File: src/rtl/priority_route_pkg.sv
// Shared types, default constants and the routing rule for priority_route_demux.
package priority_route_pkg;

  localparam int unsigned DATA_W_DEF = 8;
  localparam int unsigned DEPTH_DEF  = 2;
  localparam int unsigned THRESH_DEF = 8;

  typedef enum logic [1:0] {
    ROUTE_A = 2'd0,
    ROUTE_B = 2'd1,
    ROUTE_C = 2'd2
  } route_e;

  // cond1 wins; otherwise cond2 with data below thresh goes to B; everything else to C
  function automatic route_e route_sel(input logic        cond1,
                                       input logic        cond2,
                                       input logic [31:0] data,
                                       input int unsigned thresh = THRESH_DEF);
    route_e r;
    if (cond1)                        r = ROUTE_A;
    else if (cond2 && (data < thresh)) r = ROUTE_B;
    else                              r = ROUTE_C;
    return r;
  endfunction

endpackage

File: src/rtl/priority_route_demux_if.sv
// Producer/consumer stream bundle for priority_route_demux.
// Stats counters exist only when PRIORITY_ROUTE_STATS_EN is defined.
interface priority_route_demux_if #(
  parameter int unsigned DATA_W = priority_route_pkg::DATA_W_DEF
);
  logic              i_valid;
  logic              o_ready;
  logic [DATA_W-1:0] i_data;
  logic              i_cond1;
  logic              i_cond2;
  logic              o_a_valid;
  logic              i_a_ready;
  logic [DATA_W-1:0] o_a_data;
  logic              o_b_valid;
  logic              i_b_ready;
  logic [DATA_W-1:0] o_b_data;
  logic              o_c_valid;
  logic              i_c_ready;
  logic [DATA_W-1:0] o_c_data;
`ifdef PRIORITY_ROUTE_STATS_EN
  logic [15:0]       o_cnt_a;
  logic [15:0]       o_cnt_b;
  logic [15:0]       o_cnt_c;
`endif

  modport master (
    output i_valid, i_data, i_cond1, i_cond2, i_a_ready, i_b_ready, i_c_ready,
    input  o_ready, o_a_valid, o_a_data, o_b_valid, o_b_data, o_c_valid, o_c_data
`ifdef PRIORITY_ROUTE_STATS_EN
    , input o_cnt_a, o_cnt_b, o_cnt_c
`endif
  );

  modport slave (
    input  i_valid, i_data, i_cond1, i_cond2, i_a_ready, i_b_ready, i_c_ready,
    output o_ready, o_a_valid, o_a_data, o_b_valid, o_b_data, o_c_valid, o_c_data
`ifdef PRIORITY_ROUTE_STATS_EN
    , output o_cnt_a, o_cnt_b, o_cnt_c
`endif
  );

endinterface

File: src/rtl/route_fifo.sv
// Per-channel FIFO: registered pointers/count, head read straight from storage.
module route_fifo #(
  parameter int unsigned DATA_W = 8,
  parameter int unsigned DEPTH  = 2
) (
  input  logic              clk,
  input  logic              rst,
  input  logic              push_i,
  input  logic [DATA_W-1:0] data_i,
  input  logic              pop_i,
  output logic [DATA_W-1:0] data_o,
  output logic              full_c,
  output logic              empty_c
);
  localparam int unsigned PW = $clog2(DEPTH);
  localparam int unsigned CW = PW + 1;

  logic [DATA_W-1:0] mem_q [DEPTH];
  logic [DATA_W-1:0] mem_d [DEPTH];
  logic [PW-1:0]     wptr_q, wptr_d, rptr_q, rptr_d;
  logic [CW-1:0]     count_q, count_d;
  logic              do_push, do_pop;

  assign full_c  = (count_q == CW'(DEPTH));
  assign empty_c = (count_q == '0);
  assign do_push = push_i & ~full_c;
  assign do_pop  = pop_i & ~empty_c;
  assign data_o  = mem_q[rptr_q];

  always_comb begin
    mem_d   = mem_q;
    wptr_d  = wptr_q;
    rptr_d  = rptr_q;
    count_d = count_q;
    if (do_push) begin
      mem_d[wptr_q] = data_i;
      wptr_d        = wptr_q + PW'(1);
    end
    if (do_pop) rptr_d = rptr_q + PW'(1);
    case ({do_push, do_pop})
      2'b10:   count_d = count_q + CW'(1);
      2'b01:   count_d = count_q - CW'(1);
      default: count_d = count_q;
    endcase
  end

  always_ff @(posedge clk or posedge rst) begin
    if (rst) begin
      mem_q   <= '{default: '0};
      wptr_q  <= '0;
      rptr_q  <= '0;
      count_q <= '0;
    end else begin
      mem_q   <= mem_d;
      wptr_q  <= wptr_d;
      rptr_q  <= rptr_d;
      count_q <= count_d;
    end
  end

endmodule

File: src/rtl/priority_route_demux.sv
// Routes one valid/ready stream to channels A/B/C by priority, one FIFO per channel.
// Optional per-channel accept counters under PRIORITY_ROUTE_STATS_EN.
module priority_route_demux
  import priority_route_pkg::*;
#(
  parameter int unsigned DATA_W = DATA_W_DEF,
  parameter int unsigned DEPTH  = DEPTH_DEF,
  parameter int unsigned THRESH = THRESH_DEF
) (
  input  logic                  i_clk,
  input  logic                  i_arst,
  priority_route_demux_if.slave bus
);
  route_e            route_c;
  logic              accept_c;
  logic              ready_en_q;
  logic [2:0]        push, pop, full, empty, rdy_in;
  logic [DATA_W-1:0] head [3];

  assign route_c  = route_sel(bus.i_cond1, bus.i_cond2, 32'(bus.i_data), THRESH);
  assign accept_c = bus.i_valid & bus.o_ready;
  assign push     = {accept_c && (route_c == ROUTE_C),
                     accept_c && (route_c == ROUTE_B),
                     accept_c && (route_c == ROUTE_A)};
  assign rdy_in   = {bus.i_c_ready, bus.i_b_ready, bus.i_a_ready};
  assign pop      = rdy_in & ~empty;

  // Holds ready low through reset; full flags come only from registered counts
  always_ff @(posedge i_clk or posedge i_arst) begin
    if (i_arst) ready_en_q <= 1'b0;
    else        ready_en_q <= 1'b1;
  end
  assign bus.o_ready = ready_en_q & ~(|full);

  for (genvar g = 0; g < 3; g++) begin : g_ch
    route_fifo #(.DATA_W(DATA_W), .DEPTH(DEPTH)) u_fifo (
      .clk    (i_clk),
      .rst    (i_arst),
      .push_i (push[g]),
      .data_i (bus.i_data),
      .pop_i  (pop[g]),
      .data_o (head[g]),
      .full_c (full[g]),
      .empty_c(empty[g])
    );
  end

  assign bus.o_a_valid = ~empty[0];
  assign bus.o_b_valid = ~empty[1];
  assign bus.o_c_valid = ~empty[2];
  assign bus.o_a_data  = head[0];
  assign bus.o_b_data  = head[1];
  assign bus.o_c_data  = head[2];

`ifdef PRIORITY_ROUTE_STATS_EN
  logic [15:0] cnt_q [3];
  logic [15:0] cnt_d [3];

  // Saturating count of beats routed to each channel
  always_comb begin
    cnt_d = cnt_q;
    for (int i = 0; i < 3; i++) begin
      if (push[i] && (cnt_q[i] != 16'hFFFF)) cnt_d[i] = cnt_q[i] + 16'd1;
    end
  end

  always_ff @(posedge i_clk or posedge i_arst) begin
    if (i_arst) cnt_q <= '{default: '0};
    else        cnt_q <= cnt_d;
  end

  assign bus.o_cnt_a = cnt_q[0];
  assign bus.o_cnt_b = cnt_q[1];
  assign bus.o_cnt_c = cnt_q[2];
`endif

endmodule

File: src/flat_wrapper.sv
// flat-port wrapper written by rule: the top's interface ports become plain ports
module priority_route_demux_flat import priority_route_pkg::*;
#(
  parameter int unsigned DATA_W = DATA_W_DEF,
  parameter int unsigned DEPTH  = DEPTH_DEF,
  parameter int unsigned THRESH = THRESH_DEF
)
  (i_clk, i_arst, bus_i_valid, bus_i_data, bus_i_cond1, bus_i_cond2, bus_i_a_ready, bus_i_b_ready, bus_i_c_ready, bus_o_ready, bus_o_a_valid, bus_o_a_data, bus_o_b_valid, bus_o_b_data, bus_o_c_valid, bus_o_c_data);
  priority_route_demux_if #(.DATA_W(DATA_W)) bus_i ();
  input  logic i_clk;
  input  logic i_arst;
  input wire logic [$bits(bus_i.i_valid)-1:0] bus_i_valid;
  input wire logic [$bits(bus_i.i_data)-1:0] bus_i_data;
  input wire logic [$bits(bus_i.i_cond1)-1:0] bus_i_cond1;
  input wire logic [$bits(bus_i.i_cond2)-1:0] bus_i_cond2;
  input wire logic [$bits(bus_i.i_a_ready)-1:0] bus_i_a_ready;
  input wire logic [$bits(bus_i.i_b_ready)-1:0] bus_i_b_ready;
  input wire logic [$bits(bus_i.i_c_ready)-1:0] bus_i_c_ready;
  output wire logic [$bits(bus_i.o_ready)-1:0] bus_o_ready;
  output wire logic [$bits(bus_i.o_a_valid)-1:0] bus_o_a_valid;
  output wire logic [$bits(bus_i.o_a_data)-1:0] bus_o_a_data;
  output wire logic [$bits(bus_i.o_b_valid)-1:0] bus_o_b_valid;
  output wire logic [$bits(bus_i.o_b_data)-1:0] bus_o_b_data;
  output wire logic [$bits(bus_i.o_c_valid)-1:0] bus_o_c_valid;
  output wire logic [$bits(bus_i.o_c_data)-1:0] bus_o_c_data;
  assign bus_i.i_valid = bus_i_valid;
  assign bus_i.i_data = bus_i_data;
  assign bus_i.i_cond1 = bus_i_cond1;
  assign bus_i.i_cond2 = bus_i_cond2;
  assign bus_i.i_a_ready = bus_i_a_ready;
  assign bus_i.i_b_ready = bus_i_b_ready;
  assign bus_i.i_c_ready = bus_i_c_ready;
  assign bus_o_ready = bus_i.o_ready;
  assign bus_o_a_valid = bus_i.o_a_valid;
  assign bus_o_a_data = bus_i.o_a_data;
  assign bus_o_b_valid = bus_i.o_b_valid;
  assign bus_o_b_data = bus_i.o_b_data;
  assign bus_o_c_valid = bus_i.o_c_valid;
  assign bus_o_c_data = bus_i.o_c_data;
  priority_route_demux #(.DATA_W(DATA_W), .DEPTH(DEPTH), .THRESH(THRESH)) u_core (.i_clk(i_clk), .i_arst(i_arst), .bus(bus_i));
endmodule
File: config.mk
export PLATFORM = sky130hd
export DESIGN_NAME = priority_route_demux_flat
export DESIGN_NICKNAME = d
export VERILOG_FILES = /design/src/rtl/priority_route_pkg.sv /design/src/rtl/priority_route_demux_if.sv /design/src/rtl/route_fifo.sv /design/src/rtl/priority_route_demux.sv /design/src/flat_wrapper.sv
export SDC_FILE = /design/constraint.sdc
export NUM_CORES = 1
export LEC_CHECK = 0
export CORE_MARGIN = 1
export CORE_UTILIZATION = 45
export DETAILED_ROUTE_END_ITERATION = 10
export PLACE_DENSITY = 0.77
export SETUP_SLACK_MARGIN = 0.3
export SLEW_MARGIN = 20
export SYNTH_ARGS = -nofsm -noshare
export SYNTH_HDL_FRONTEND = slang
export SYNTH_SLANG_ARGS = --single-unit
export TNS_END_PERCENT = 20
File: constraint.sdc
create_clock -name i_clk -period 2.6 [get_ports i_clk]
set_input_delay 0.52 -clock i_clk [delete_from_list [all_inputs] [get_ports i_clk]]
set_output_delay 0.52 -clock i_clk [all_outputs]
set_load 0.01 [all_outputs]
==> results.tsv, run 1 <==
metric	value	unit
Synth area leader	dfrtp_1	
Die ar.	0.00653	mm²
Final Critical Period	2.26	ns
Max VDD drop	758	µV
routed len/inst	15.6	µm
synth unique cells	31	
gpl congestion	0.702	
Post-Syn Instances	194	
hold slack	0.480	ns
Crit. End Element	flip-flop	
io pins	44	
final setup TNS	0	ns
Post-synth ARST share	1.00	
met2 GRT Util	0.276	
row count	28	
Hold Crit Class	reg -> reg	
Synth top area share	0.546	
Finished Core Util	0.607	
Mapped Area	0.00279	mm²
crit-path cells	clkdlybuf4s50_1 -> nor4_2 -> nand2_1 -> or4_1 -> buf_4 -> and2_1	
Final Max Slew Viols	0	
Syn Area/Cell	14.4	µm²
critical path class	in -> reg	
area occupied by multi-input gates	0.00122	mm²
H-tree lvl count	3	
top cells by count, synth	dfrtp_1 (61), mux2_2 (51), mux2_4 (11)	
met1 usage	0.248	
CTS root buffer	clkbuf_8	
Final ANT Viol Nets	0	
Top Family by Delay on Critical Path	simple AND/OR/NAND/NOR gates	
grt ovf	0	
gr usage total	0.184	
share of cells above drive strength 1	0.427	
final hold violation count	0	
worst reg2reg endpoint	u_core.g_ch[2].u_fifo.mem_q[15]	
core area	0.00596	mm²
Most used DFF post-synth	dfrtp_1	
initial core utilization	0.469	
Die Ht	80.8	µm
first-pass GRT wire length	8710	µm
Die Span X	80.8	µm
FF+latch area	0.00153	mm²
beginning of the worst hold path	u_core.g_ch[2].u_fifo.count_q[1]	
Final #Nets	274	
I/O Buffers	43	
placed cells	317	
Worst-path clk slew	0.07	ns
hold endpoint	u_core.g_ch[2].u_fifo.count_q[1]	
hpwl dp	3560	µm
yosys warns	0	
outcome	finished clean	
global route hottest layer	met2	
WP buf/inv	2	
Final Power	0.00399	W
FF-to-FF path depth	4	
maxcap violations	0	
worst skew pair latency	0.34	ns
Slowest cell on crit path	or4_1	
reg2reg start	u_core.g_ch[0].u_fifo.count_q[1]	
Clock Skews	0.00976	ns
Via density	4.93	
n_diodes	0	
drt initial violations	162	
critical path required time	2.84	ns
top-count cell post-synth	dfrtp_1	
Power Density	1100	mW/mm²
CP Max Fanout	5	
final wirelength	5220	µm
CP Launch Type	input port	
Initial DRT Pass Iterations	4	
post-synth net total	213	
initial antenna violation count	0	
largest net degree at the start of global routing	33	
final setup fails	0	
hold buffers post-CTS	0	
Final period util	0.867	
sequential share of the synthesized area	0.546	
unrepaired setup endpoints after global routing	yes	
CTS tree	built	
Synth area leaders	dfrtp_1 (55%), mux2_2 (21%), mux2_4 (5.9%), xnor2_1 (2.2%), xor2_1 (1.9%)	
grt met3 use	0.0584	
CTS Buf Count	9	
remaining routing DRC violations	0	
Worst Hold Depth	1	
number of global-route vias before repair	1734	
CP arrival	2.49	ns
Fill cells	483	
FF+latch count, synth	61	
reg2reg setup slack	0.67	ns
Post-synth EDFFs	0	
CTS max path bufs	2	
slowest stage delay, CP	0.55	ns
via count	1651	
Pleak	1.65	nW
area grow syn2layout	29.4	%
clock sink count	61	
fin cells	335	
Max Fclk	443	MHz
[per-layer routing]
layer | vias up | part of all wire
met1 | 815 | 0.48
met3 | 10 | 0.040
li1 | 790 | -
met2 | 36 | 0.47
met5 | - | 0
met4 | 0 | 0.019
[per-stage QoR]
stage | setup WS (ns) | area [µm²]
floorplan | 0.567 | 2790
global placement | -0.0137 | 3380
finish | 0.345 | 3620
CTS | 0.267 | 3600
detailed placement | -0.0498 | 3380
global route | 0.284 | 3620
[timing repair]
action	in CTS	in global routing
setup endpoints to repair	26	19
buffers inserted	2	0
pin swaps	0	0
resized for setup	3	3
[where the power goes]
part / total, W / internal (W) / switching (W)
registers: 0.00157 / 0.00130 / 0.000269
clock network: 0.000868 / 0.000494 / 0.000374
logic: 0.00155 / 0.00101 / 0.000542
total: 0.00399 / 0.00281 / 0.00118
[final cells by class]
type | instances | area share
flip-flops and latches | 61 | 0.423
clock buffers | 11 | 0.0419
clock inverters | 5 | 0.0163
inverters | 4 | 0.00415
repair buffers | 57 | 0.151
well taps | 75 | 0.0260
multi-input cells | 122 | 0.337
[layout by cell type (no fill, tap or decap), types with 2 or more instances in the layout]
master,synthesis,final
and2_1,8,8
mux2_4,11,11
clkinvlp_4,0,2
inv_1,4,3
or2b_2,3,3
xnor2_1,7,7
or2_2,3,3
xor2_1,6,6
buf_4,0,13
nor2_1,4,4
ha_1,3,3
nor2b_1,6,6
clkdlybuf4s50_1,0,42
mux2_2,51,51
dfrtp_1,61,58
clkbuf_8,0,11
nand2_1,5,5
dfrtp_2,0,3
[worst reg2reg max path, delay by kind of cell, from the launching register on]
family,cells,cell delay [ns]
flops,1,0.40
mux,1,0.34
simple gates,3,1.07
[flip-flops by register name, indices dropped and copies added (netlist names)]
signal                      flops
u_core.g_ch.u_fifo.mem_q       48
u_core.g_ch.u_fifo.count_q      6
u_core.g_ch.u_fifo.rptr_q       3
u_core.g_ch.u_fifo.wptr_q       3
u_core.ready_en_q               1
[how the worst max path moves through the flow]
stage	start	to	slack [ns]	cells past startpoint
global route	bus_i_data[4]	u_core.g_ch[1].u_fifo.count_q[1]	0.28	8
finish	bus_i_data[4]	u_core.g_ch[1].u_fifo.mem_q[12]	0.35	6
floorplan	i_arst	u_core.g_ch[0].u_fifo.count_q[0]	0.57	1
CTS	u_core.g_ch[1].u_fifo.rptr_q	bus_o_b_data[1]	0.27	2
detailed placement	bus_i_data[4]	u_core.g_ch[1].u_fifo.count_q[1]	-0.05	8
global placement	bus_i_data[4]	u_core.g_ch[1].u_fifo.mem_q[14]	-0.01	6
[cells by family after synthesis]
| logic type | Yosys count | share of synthesized area |
|---|---|---|
| and+or+nand+nor | 41 | 0.108 |
| buffers and inverters | 11 | 0.0210 |
| adders and majority gates | 3 | 0.0134 |
| muxes | 62 | 0.265 |
| DFF | 61 | 0.546 |
| AOI/OAI and AO/OA | 2 | 0.00448 |
| xor gates and xnor gates | 13 | 0.0408 |
| other | 1 | 0.00134 |
No activity file was read; power rests on OpenSTA's default activity.
==> inputs of run 2 (changes only) <==
ABC_AREA = 1   (was unset)
HOLD_SLACK_MARGIN = 0.03   (was unset)
==> results.tsv, run 2 <==
metric	value	unit
outcome	finished clean	
clock sink count	61	
Die Span X	81.6	µm
row count	28	
Post-Syn Instances	319	
yosys warns	0	
worst skew pair latency	0.33	ns
met2 GRT Util	0.333	
routed len/inst	13.5	µm
Worst-path clk slew	0.07	ns
Synth area leaders	dfrtp_1 (53%), nand2_1 (15%), nand3_1 (4.4%), o21ai_0 (4.2%), inv_1 (3.4%)	
CTS tree	built	
first-pass GRT wire length	10200	µm
gr usage total	0.206	
Mapped Area	0.00285	mm²
Clock Skews	0.00724	ns
gpl congestion	0.790	
Finished Core Util	0.594	
placed cells	434	
global route hottest layer	met2	
sequential share of the synthesized area	0.535	
Synth top area share	0.535	
FF+latch area	0.00153	mm²
Final Max Slew Viols	0	
critical path required time	2.08	ns
Synth area leader	dfrtp_1	
postcts setup bufs	0	
number of global-route vias before repair	2183	
slowest stage delay, CP	0.51	ns
drt initial violations	114	
Top Family by Delay on Critical Path	flip-flops	
commonest non-fill, non-tap cell in the layout	nand2_1	
Die Ht	81.6	µm
WP buf/inv	1	
Die ar.	0.00666	mm²
critical path class	reg -> out	
CTS Buf Count	9	
final hold violation count	0	
max FFs per register	48	
switching fraction of total power	0.355	
Max VDD drop	526	µV
Post-synth EDFFs	0	
commonest non-fill, non-tap cells in the layout	nand2_1 (114), dfrtp_1 (59), clkdlybuf4s50_1 (43), inv_1 (25), nand3_1 (25)	
met1 usage	0.271	
Max Fclk	450	MHz
H-tree lvl count	3	
Final Critical Period	2.22	ns
Power Density	1100	mW/mm²
internal power	0.00254	W
reg2reg setup slack	0.73	ns
clock share of power	0.210	
Worst Hold Depth	2	
Sw Pwr	0.00140	W
Final ANT Viol Nets	0	
I/O Buffers	43	
Syn Area/Cell	8.95	µm²
initial core utilization	0.474	
sequential power share	0.392	
Hold Crit Class	reg -> reg	
core area	0.00603	mm²
final wirelength	6090	µm
area occupied by multi-input gates	0.00115	mm²
Most flops, register	u_core.g_ch.u_fifo.mem_q	
Crit. End Element	primary output	
io pins	44	
initial antenna violation count	0	
CTS max path bufs	2	
Via density	4.97	
top-count cell post-synth	nand2_1	
Final period util	0.854	
top cells by count, synth	nand2_1 (114), dfrtp_1 (61), inv_1 (26)	
synth unique cells	26	
post-synth net total	338	
Initial DRT Pass Iterations	4	
remaining routing DRC violations	0	
CP Max Fanout	9	
share of cells above drive strength 1	0.131	
unrepaired setup endpoints after global routing	yes	
Final #Nets	389	
fin cells	450	
Post-synth ARST share	1.00	
maxcap violations	0	
Critical Path Stages	2	
CP Launch Type	flip-flop	
grt ovf	0	
hpwl dp	4180	µm
largest net degree at the start of global routing	62	
biggest regs	u_core.g_ch.u_fifo.mem_q x48, u_core.g_ch.u_fifo.count_q x6	
FF-to-FF path depth	11	
grt met3 use	0.0544	
CP arrival	1.70	ns
via count	2237	
Most used DFF post-synth	dfrtp_1	
share of power burned in combinational logic	0.398	
crit-path cells	mux2_2 -> clkdlybuf4s50_1	
area grow syn2layout	25.4	%
n_diodes	0	
final setup fails	0	
CTS root buffer	clkbuf_8	
FF+latch count, synth	61	
Slowest cell on crit path	dfrtp_2	
final setup TNS	0	ns
Fill cells	520	
Pleak	1.79	nW
[run 2: cell types whose count changed after synthesis, moves of 11 or more]
cell     delta
mux2_4     -11
o21ai_0    +23
nand3_1    +24
nand2_1   +109
mux2_2     -43
inv_1      +22
[run 2: repair_timing]
action,in CTS,in global routing
gates resized for setup,1,1
endpoints found under the setup margin,8,9
hold buffers,0,0
cloned,0,0
[run 2: per-stage QoR]
stage / power [W] / hold slack (ns) / worst slack, ns / instance area [µm²]
5_1_grt: 0.00424 / 0.488 / 0.295 / 3580
3_3_place_gp: 0.00309 / 0.451 / 0.258 / 3380
2_1_floorplan: 0.00243 / 0.436 / 0.567 / 2850
4_1_cts: 0.00398 / 0.475 / 0.335 / 3580
3_5_place_dp: 0.00313 / 0.459 / 0.158 / 3380
6_report: 0.00394 / 0.472 / 0.379 / 3580
[run 2: kinds of logic (layout without fill, tap and decap cells)]
logic type      after synthesis  after routing  synth area share
compound gates               37             37            0.0693
xor+xnor                      9              9            0.0276
fa+ha+maj                     3              3            0.0132
buf+inv                      42             98            0.0618
flops                        61             61             0.535
mux                           8              8            0.0316
other cells                   1              1           0.00131
simple gates                158            158             0.260
[run 2: cell type report]
class,count,area share
Timing Repair Buffer,49,0.136
Tap cell,75,0.0262
Inverter,33,0.0346
Clock inverter,4,0.0133
Sequential cell,61,0.427
Multi-Input combinational cell,216,0.322
Clock buffer,12,0.0406
[run 2: per-layer routing]
metal,vias up,wire length (µm)
met1,1072,2840
met2,50,2870
met4,0,51
met5,-,0
li1,1109,-
met3,6,330
[run 2: final timing paths]
path                                                        from                          endpoint
worst max-delay path                u_core.g_ch[2].u_fifo.rptr_q                   bus_o_c_data[1]
worst min-delay path              u_core.g_ch[2].u_fifo.mem_q[3]    u_core.g_ch[2].u_fifo.mem_q[3]
min in group asynchronous                                 i_arst                 u_core.ready_en_q
max in group asynchronous                                 i_arst      u_core.g_ch[1].u_fifo.rptr_q
worst max register to register  u_core.g_ch[1].u_fifo.count_q[0]  u_core.g_ch[2].u_fifo.count_q[1]
worst min register to register    u_core.g_ch[2].u_fifo.mem_q[3]    u_core.g_ch[2].u_fifo.mem_q[3]
[run 2: power groups by stage]
stage	logic (W)	clock network [W]	registers, W
floorplan	0.000999	0	0.00143
global placement	0.00155	0	0.00154
detailed placement	0.00158	0	0.00155
CTS	0.00159	0.000848	0.00154
global route	0.00176	0.000891	0.00159
finish	0.00157	0.000827	0.00155
[run 2: worst register-to-register path: cells and delay by family (launching register included)]
kind	cells	cell delay (ns)
XOR/XNOR	1	0.16
flip-flops	1	0.42
buffers and inverters	2	0.12
AO/OA/AOI/OAI	2	0.22
adder cells (fa/ha/maj)	1	0.30
AND/OR/NAND/NOR	5	0.53
==> inputs of run 3 (changes only) <==
CELL_PAD_IN_SITES_DETAIL_PLACEMENT = 0   (was unset)
CELL_PAD_IN_SITES_GLOBAL_PLACEMENT = 1   (was unset)
CORE_UTILIZATION = 30   (was 45)
PLACE_DENSITY = unset   (was 0.77)
PLACE_DENSITY_LB_ADDON = 0.08   (was unset)
==> results.tsv, run 3 (synthesized netlist as in run 2, its figures left out) <==
metric	value	unit
Power Density	1080	mW/mm²
area grow syn2layout	27.7	%
maxcap violations	0	
outcome	finished clean	
Via density	4.35	
CTS max path bufs	2	
biggest regs	u_core.g_ch.u_fifo.mem_q x48, u_core.g_ch.u_fifo.count_q x6	
gr usage total	0.151	
grt ovf	0	
share of power burned in combinational logic	0.397	
commonest non-fill, non-tap cell in the layout	nand2_1	
CTS tree	built	
Fill cells	953	
Top Family by Delay on Critical Path	flip-flops	
Crit. End Element	primary output	
I/O Buffers	43	
Final Power	0.00395	W
Die Span X	99.5	µm
Clock Skews	0.00978	ns
Hold Crit Class	reg -> reg	
drt initial violations	132	
Final #Nets	389	
Die ar.	0.00991	mm²
io pins	44	
Post-Place Worst Slack	0.152	ns
final hold violation count	0	
Initial DRT Pass Iterations	4	
Worst-path clk slew	0.07	ns
Most flops, register	u_core.g_ch.u_fifo.mem_q	
switching fraction of total power	0.357	
initial core utilization	0.309	
routed len/inst	13.3	µm
via count	2190	
CTS Buf Count	9	
core area	0.00924	mm²
row count	35	
clock share of power	0.211	
remaining routing DRC violations	0	
Final period util	0.855	
H-tree lvl count	3	
max FFs per register	48	
Final Critical Period	2.22	ns
Die Ht	99.5	µm
CP Launch Type	flip-flop	
slowest stage delay, CP	0.51	ns
n_diodes	0	
share of cells above drive strength 1	0.134	
CP arrival	1.70	ns
Slowest cell on crit path	dfrtp_2	
final setup TNS	0	ns
final setup fails	0	
hold buffers post-CTS	0	
final wirelength	6710	µm
internal power	0.00254	W
largest net degree at the start of global routing	62	
worst skew pair latency	0.33	ns
clock sink count	61	
Final ANT Viol Nets	0	
setup ws final	0.377	ns
Max Fclk	450	MHz
sequential power share	0.392	
commonest non-fill, non-tap cells in the layout	nand2_1 (114), dfrtp_1 (59), clkdlybuf4s50_1 (43), nand3_1 (25)	
number of global-route vias before repair	2163	
CTS root buffer	clkbuf_8	
unrepaired setup endpoints after global routing	yes	
initial antenna violation count	0	
Sw Pwr	0.00141	W
CP Max Fanout	9	
Final Max Slew Viols	0	
first-pass GRT wire length	11300	µm
WP buf/inv	1	
critical path class	reg -> out	
Max VDD drop	391	µV
crit-path cells	mux2_2 -> clkdlybuf4s50_1	
critical path required time	2.08	ns
hpwl dp	4560	µm
gpl congestion	0.727	
Pleak	1.80	nW
[run 3: worst paths after layout]
path / startpoint / to / slack (ns) / cells after the start
min reg2reg: u_core.g_ch[2].u_fifo.mem_q[10] / u_core.g_ch[2].u_fifo.mem_q[10] / 0.47 / 2
max reg2reg: u_core.g_ch[2].u_fifo.count_q[0] / u_core.g_ch[2].u_fifo.count_q[1] / 0.75 / 11
max in group asynchronous: i_arst / u_core.g_ch[2].u_fifo.rptr_q / 1.74 / 3
min in group asynchronous: i_arst / u_core.g_ch[0].u_fifo.wptr_q / 0.56 / 3
min: u_core.g_ch[2].u_fifo.mem_q[10] / u_core.g_ch[2].u_fifo.mem_q[10] / 0.47 / 2
max: u_core.g_ch[2].u_fifo.rptr_q / bus_o_c_data[6] / 0.38 / 2
[run 3: worst register-to-register path: cells and delay by family (launching register included)]
kind | cells | cell delay, ns
and+or+nand+nor | 5 | 0.53
adders and majority gates | 1 | 0.29
xor gates and xnor gates | 1 | 0.15
AOI/OAI and AO/OA | 2 | 0.22
DFF | 1 | 0.41
buffers and inverters | 2 | 0.12
[run 3: through the flow]
stage	utilization	std cells	hold slack, ns	area [µm²]
after floorplan	-	319	0.436	2850
after global placement	0.373	488	0.450	3450
after detailed placement	0.373	488	0.454	3450
after CTS	0.394	503	0.472	3640
after global routing	0.394	503	0.495	3640
final	0.394	503	0.467	3640
[run 3: power groups by stage]
stage,logic (W),registers [W],clock network (W)
floorplan,0.000999,0.00143,0
global placement,0.00158,0.00156,0
detailed placement,0.00159,0.00156,0
CTS,0.00160,0.00155,0.000862
global route,0.00176,0.00160,0.000903
finish,0.00157,0.00155,0.000832
[run 3: what timing repair did]
item | in CTS | in global routing
endpoints found under the setup margin | 11 | 11
pin swaps | 0 | 0
setup buffers | 0 | 0
endpoints found under the hold margin | 0 | 0
gates resized for setup | 1 | 2
[run 3: layout make-up]
class                           instances  area (µm²)  share of cell area
Sequential cell                        61        1530               0.420
Multi-Input combinational cell        216        1150               0.316
Timing Repair Buffer                   49         488               0.134
Tap cell                              129         161              0.0443
Clock buffer                           11         141              0.0388
Inverter                               33         124              0.0340
Clock inverter                          4        48.8              0.0134
[run 3: per-layer routing]
| metal | track usage | wire length (µm) |
|---|---|---|
| met5 | 0 | 0 |
| met1 | 0.210 | 3430 |
| met4 | 0.0407 | 74 |
| met3 | 0.0450 | 250 |
| met2 | 0.229 | 2960 |
